$ cat src/rtl/fdiv.sv
// fdiv: IEEE-754 binary32 divider built around a radix-2 restoring loop.
// Fixed 28-cycle cadence: one capture edge, 26 quotient-bit edges, and one
// rounding edge. Special operands are classified at capture and still walk
// the full pipeline, so latency never depends on the data.
module fdiv (
  input  logic        clk,
  input  logic        reset,
  input  logic        req,
  input  logic [31:0] x,
  input  logic [31:0] y,
  output logic        busy,
  output logic        valid,
  output logic [31:0] rslt
);

  typedef enum logic [1:0] {S_IDLE, S_DIV, S_RND} state_t;
  typedef enum logic [1:0] {SP_NONE, SP_NAN, SP_INF, SP_ZERO} special_t;

  state_t             r_state, w_state_next;
  special_t           r_special, w_special;
  logic               r_sign;
  logic signed [9:0]  r_exp;
  logic [23:0]        r_divisor;
  logic [25:0]        r_rem;
  logic [25:0]        r_quo;
  logic [4:0]         r_cnt;
  logic               r_busy, r_valid;
  logic [31:0]        r_rslt;

  // Operand classification. Exponent 0 covers both true zero and subnormals,
  // which are flushed to zero.
  logic w_x_zero, w_x_inf, w_x_nan, w_y_zero, w_y_inf, w_y_nan;
  assign w_x_zero = (x[30:23] == 8'h00);
  assign w_y_zero = (y[30:23] == 8'h00);
  assign w_x_inf  = (x[30:23] == 8'hFF) && (x[22:0] == 23'd0);
  assign w_y_inf  = (y[30:23] == 8'hFF) && (y[22:0] == 23'd0);
  assign w_x_nan  = (x[30:23] == 8'hFF) && (x[22:0] != 23'd0);
  assign w_y_nan  = (y[30:23] == 8'hFF) && (y[22:0] != 23'd0);

  // Biased exponent difference, kept signed so under/overflow can be judged
  // after normalisation and rounding.
  logic signed [9:0] w_exp_init;
  assign w_exp_init = signed'({2'b00, x[30:23]}) - signed'({2'b00, y[30:23]}) + 10'sd127;

  // Classify the operand pair into the result class forced at rounding time.
  always_comb begin
    // NOTE: every signal written here gets a default first, so no path can
    // leave it unassigned and infer a latch.
    w_special = SP_NONE;
    if (w_x_nan || w_y_nan || (w_x_zero && w_y_zero) || (w_x_inf && w_y_inf))
      w_special = SP_NAN;
    else if (w_x_inf || w_y_zero)
      w_special = SP_INF;
    else if (w_x_zero || w_y_inf)
      w_special = SP_ZERO;
  end

  // One restoring step: the partial remainder is always below twice the
  // divisor, so 25 bits of difference plus the shift fit in 26 bits.
  logic        w_ge;
  logic [24:0] w_trial;
  logic [25:0] w_rem_next;
  assign w_ge       = (r_rem >= {2'b00, r_divisor});
  assign w_trial    = r_rem[24:0] - {1'b0, r_divisor};
  assign w_rem_next = w_ge ? {w_trial, 1'b0} : {r_rem[24:0], 1'b0};

  // Normalise and round to nearest even from the 26-bit quotient.
  logic              w_norm, w_guard, w_sticky, w_round_up;
  logic [23:0]       w_mant;
  logic [24:0]       w_mant_rnd;
  logic [22:0]       w_frac;
  logic signed [9:0] w_exp_adj, w_exp_rnd;
  assign w_norm     = r_quo[25];
  assign w_mant     = w_norm ? r_quo[25:2] : r_quo[24:1];
  assign w_guard    = w_norm ? r_quo[1] : r_quo[0];
  assign w_sticky   = (w_norm & r_quo[0]) | (r_rem != 26'd0);
  assign w_round_up = w_guard & (w_sticky | w_mant[0]);
  assign w_mant_rnd = {1'b0, w_mant} + {24'd0, w_round_up};
  assign w_frac     = w_mant_rnd[24] ? w_mant_rnd[23:1] : w_mant_rnd[22:0];
  assign w_exp_adj  = w_norm ? r_exp : r_exp - 10'sd1;
  assign w_exp_rnd  = w_mant_rnd[24] ? w_exp_adj + 10'sd1 : w_exp_adj;

  // Assemble the final word, letting special classes and range limits win.
  logic [31:0] w_result;
  always_comb begin
    w_result = {r_sign, w_exp_rnd[7:0], w_frac};
    case (r_special)
      SP_NAN:  w_result = 32'h7FC0_0000;
      SP_INF:  w_result = {r_sign, 8'hFF, 23'd0};
      SP_ZERO: w_result = {r_sign, 31'd0};
      default: begin
        if (w_exp_rnd >= 10'sd255)
          w_result = {r_sign, 8'hFF, 23'd0};
        else if (w_exp_rnd <= 10'sd0)
          w_result = {r_sign, 31'd0};
      end
    endcase
  end

  // Next-state logic: IDLE accepts, DIV counts 26 bits, RND lasts one cycle.
  always_comb begin
    w_state_next = r_state;
    case (r_state)
      S_IDLE:  if (req) w_state_next = S_DIV;
      S_DIV:   if (r_cnt == 5'd25) w_state_next = S_RND;
      S_RND:   w_state_next = S_IDLE;
      default: w_state_next = S_IDLE;
    endcase
  end

  // State register.
  always_ff @(posedge clk or posedge reset) begin
    // NOTE: sequential state uses non-blocking assignments so every register
    // samples pre-edge values regardless of block ordering.
    if (reset) r_state <= S_IDLE;
    else       r_state <= w_state_next;
  end

  // Datapath: capture operands, iterate the quotient, publish the result.
  always_ff @(posedge clk or posedge reset) begin
    // NOTE: the datapath is plain flops (no memory arrays), so clearing all of
    // it on reset is cheap and keeps abandoned operations from leaking out.
    if (reset) begin
      r_special <= SP_NONE;
      r_sign    <= 1'b0;
      r_exp     <= '0;
      r_divisor <= '0;
      r_rem     <= '0;
      r_quo     <= '0;
      r_cnt     <= '0;
      r_busy    <= 1'b0;
      r_valid   <= 1'b0;
      r_rslt    <= '0;
    end else begin
      r_valid <= 1'b0;
      case (r_state)
        S_IDLE: begin
          if (req) begin
            r_special <= w_special;
            r_sign    <= x[31] ^ y[31];
            r_exp     <= w_exp_init;
            r_divisor <= {1'b1, y[22:0]};
            r_rem     <= {3'b001, x[22:0]};
            r_quo     <= '0;
            r_cnt     <= '0;
            r_busy    <= 1'b1;
          end
        end
        S_DIV: begin
          r_rem <= w_rem_next;
          r_quo <= {r_quo[24:0], w_ge};
          r_cnt <= r_cnt + 5'd1;
        end
        S_RND: begin
          r_rslt  <= w_result;
          r_valid <= 1'b1;
          r_busy  <= 1'b0;
        end
        default: ;
      endcase
    end
  end

  assign busy  = r_busy;
  assign valid = r_valid;
  assign rslt  = r_rslt;

endmodule

$ cat config.mk
export PLATFORM = sky130hd
export DESIGN_NAME = fdiv
export DESIGN_NICKNAME = d
export VERILOG_FILES = /design/src/rtl/fdiv.sv
export SDC_FILE = /design/constraint.sdc
export NUM_CORES = 1
export LEC_CHECK = 0
export CAP_MARGIN = 20
export CORE_UTILIZATION = 45
export DETAILED_ROUTE_END_ITERATION = 8
export PLACE_DENSITY = 0.76
export SLEW_MARGIN = 20
export SYNTH_ARGS = -nofsm -noshare
export SYNTH_HDL_FRONTEND = slang
export SYNTH_SLANG_ARGS = --single-unit
$ cat constraint.sdc
create_clock -name clk -period 11.5 [get_ports clk]
set_input_delay 2.3 -clock clk [delete_from_list [all_inputs] [get_ports clk]]
set_output_delay 2.3 -clock clk [all_outputs]
set_load 0.02 [all_outputs]
==> results.cfg <==
[global_route]
grt_max_degree = 69
antenna_found_initial = 0
grt_overflow = 0
grt_pass1_vias = 7594
grt_usage_pct = 23.5
grt_pass1_wl_um = 38100

[synth]
synthesis.area_mm2 = 0.00903
ys_types = 76
ys_seq_elements = 130
synth_async_sr_flop_share_pct = 100
syn-num-nets = 1163
synth_flop_cell = dfrtp_1
yosysSeqAreaShare_pct = 36.0
synth_edf_count = 0
syn_area_per_cell_um2 = 8.58
synthCells = 1052
yosys_warnings = 0

[finish]
num-fill-cells = 1814
area_delta_synth_final_pct = 19.3
final_nets = 1232
seq_area_mm2 = 0.00325
mostFrequentLayoutCells = 129 x dfrtp_1, 124 x nand2_1, 100 x clkdlybuf4s50_1
drive_gt1_share_pct = 5.66
multi_input_area_mm2 = 0.00530
layout_commonest_cell = dfrtp_1
antenna_cells = 0

[run]
max_cap_viol_count = 0

[clock_network]
cts_max_level = 4
cts_resized = 0
post_cts_buffers = 0
hold_buffers = 0
cts_max_path_buffers = 2
cts_tree = yes
cts_buffers = 17
cts.sinks = 130
clock_latency_ns = 0.42
path_clk_slew_ns = 0.05
root_buffer = clkbuf_16

[sta]
tightest_slew_ns = 1.04
slew_violations = 0
hold_slack_ns = 0.465
slew_headroom_pct = 30.4
fin_crit_sh_pct = 41.0
fin_tns_setup_ns = 0
finClkSkew_ns = 0.00716
timing.fmax_mhz = 212
period_needed_ns = 4.72
fin_ws_ns = 6.78
finalSetupViolations = 0
hold_viol = 0
rsz0062_at_grt = no

[critical_path]
r2r_setup_slack_ns = 6.78
cp_num_buf_inv = 1
cp-end-kind = flop
slowest_delay_ns = 0.74
crit_required_ns = 11.85
crit_chain = buf_4 -> nand2_1 -> a21boi_0 -> ha_1 -> nand3_1 -> a21oi_2 -> nand4_2 -> or4_1 -> xor2_1 -> nand2_1 -> o31a_2 -> nor3b_4 -> a32o_1
crit_fanout = 39
start_kind = flop
crit_family = simple AND/OR/NAND/NOR gates
worstSetupPathType = reg -> reg
timing.rr.start = r_quo[25]$_DFFE_PP0P_
reg2regPathDepth = 13
regToRegEndpoint = rslt[7]$_DFFE_PP0P_
crit_slowest_cell = dfrtp_2
worst_ep_arrival_time_ns = 5.07
crit_top_cell = nand2_1

[floorplanning]
rows = 51
die_x_um = 144
die_h_um = 144
initial_utilization_pct = 46.1
core_area_mm2 = 0.0196
pin_count = 101
die-area_mm2 = 0.0206

[power_and_ir_drop]
p_leak_nw = 4.52
power.density_mw_per_mm2 = 291
peakVddDrop_v = 0.000170
total_power_mw = 3.14

[min_path]
min_path_cells = 2
hold_path_end = r_divisor[23]$_DFFE_PP0P_
min-delay-start = r_divisor[23]$_DFFE_PP0P_
hp-class = reg -> reg

[detailed_routing]
drt_wl_total_um = 23200
drtPass1Iterations = 6
viasPerCell = 5.88
drt_iter0_drc = 557
drc = 0
ant_nets = 0
wire_per_inst_um = 16.7
vias = 8208

[place]
io_buffers = 100
pre_cts_ws_ns = 6.35
hpwl_um = 16600
gp_congestion = 0.944

[status]
outcome = completed
how the worst max path moves through the flow:
stage	from	to	cells after the start
floorplan	reset	busy$_DFFE_PP0P_	1
global placement	y[23]	r_exp[8]$_DFFE_PP0P_	12
detailed placement	x[23]	r_exp[8]$_DFFE_PP0P_	12
CTS	x[23]	r_exp[8]$_DFFE_PP0P_	12
global route	r_quo[25]$_DFFE_PP0P_	rslt[11]$_DFFE_PP0P_	13
finish	r_quo[25]$_DFFE_PP0P_	rslt[7]$_DFFE_PP0P_	13
registers in the layout (all words and copies together), names as in the netlist:
register,flops
busy,1
r_cnt,5
r_divisor,24
r_exp,10
r_quo,26
r_rem,26
r_sign,1
r_special,2
r_state,2
rslt,32
valid,1
report_power, final:
part | switching [mW] | internal (mW) | total (mW) | leakage, nW
clock | 0.192 | 0.357 | 0.549 | 0.294
sequential | 0.205 | 0.628 | 0.833 | 1.65
combinational | 0.998 | 0.758 | 1.76 | 2.57
stage by stage:
stage          util [%]  instance area [µm²]  cells
4_1_cts            55.0                10800   1395
2_1_floorplan         -                 9030   1052
3_5_place_dp       52.0                10200   1367
5_1_grt            55.0                10800   1395
3_3_place_gp       52.0                10200   1367
6_report           55.0                10800   1395
per-layer routing:
metal / vias up / part of all wire (%) / global-route usage, %
met5: - / 0 / 0
met4: 0 / 2.6 / 9.52
met3: 54 / 5.7 / 4.43
met2: 275 / 47 / 38.6
met1: 3908 / 44 / 30.5
li1: 3971 / - / -
cell usage after synthesis (22+ instances only):
cell type,n,area [µm²]
dfrtp_1,130,3250
nand2_1,124,465
o21ai_0,96,480
nor2_1,70,263
a21oi_1,65,325
inv_1,59,221
ha_1,42,526
clkbuf_1,39,146
xnor2_1,38,333
a22o_1,30,263
mux2i_1,27,270
xor2_1,25,219
nand3_1,23,115
nor4_1,22,138
logic make-up after synthesis:
kind of cell	synth area share (%)
flip-flops	36.0
XOR/XNOR	6.29
AO/OA/AOI/OAI	23.0
multiplexers	3.49
AND/OR/NAND/NOR	19.6
buffers and inverters	5.39
adder cells (fa/ha/maj)	6.26
area by class of cell:
type | count | share of cell area, %
multi-input combinational | 804 | 49.2
clock buffer | 22 | 4.50
sequential | 130 | 30.2
inverter | 59 | 2.08
clock inverter | 6 | 0.976
timing repair buffer | 109 | 9.92
tap | 265 | 3.08
worst register-to-register path: cells and delay by family, from the launching register on:
kind	cells	cell delay (ns)
flip-flops	1	0.74
AND/OR/NAND/NOR	6	2.05
XOR/XNOR	1	0.19
AO/OA/AOI/OAI	4	0.95
buffers and inverters	1	0.49
adder cells (fa/ha/maj)	1	0.23
No activity file was read; power rests on OpenSTA's default activity.
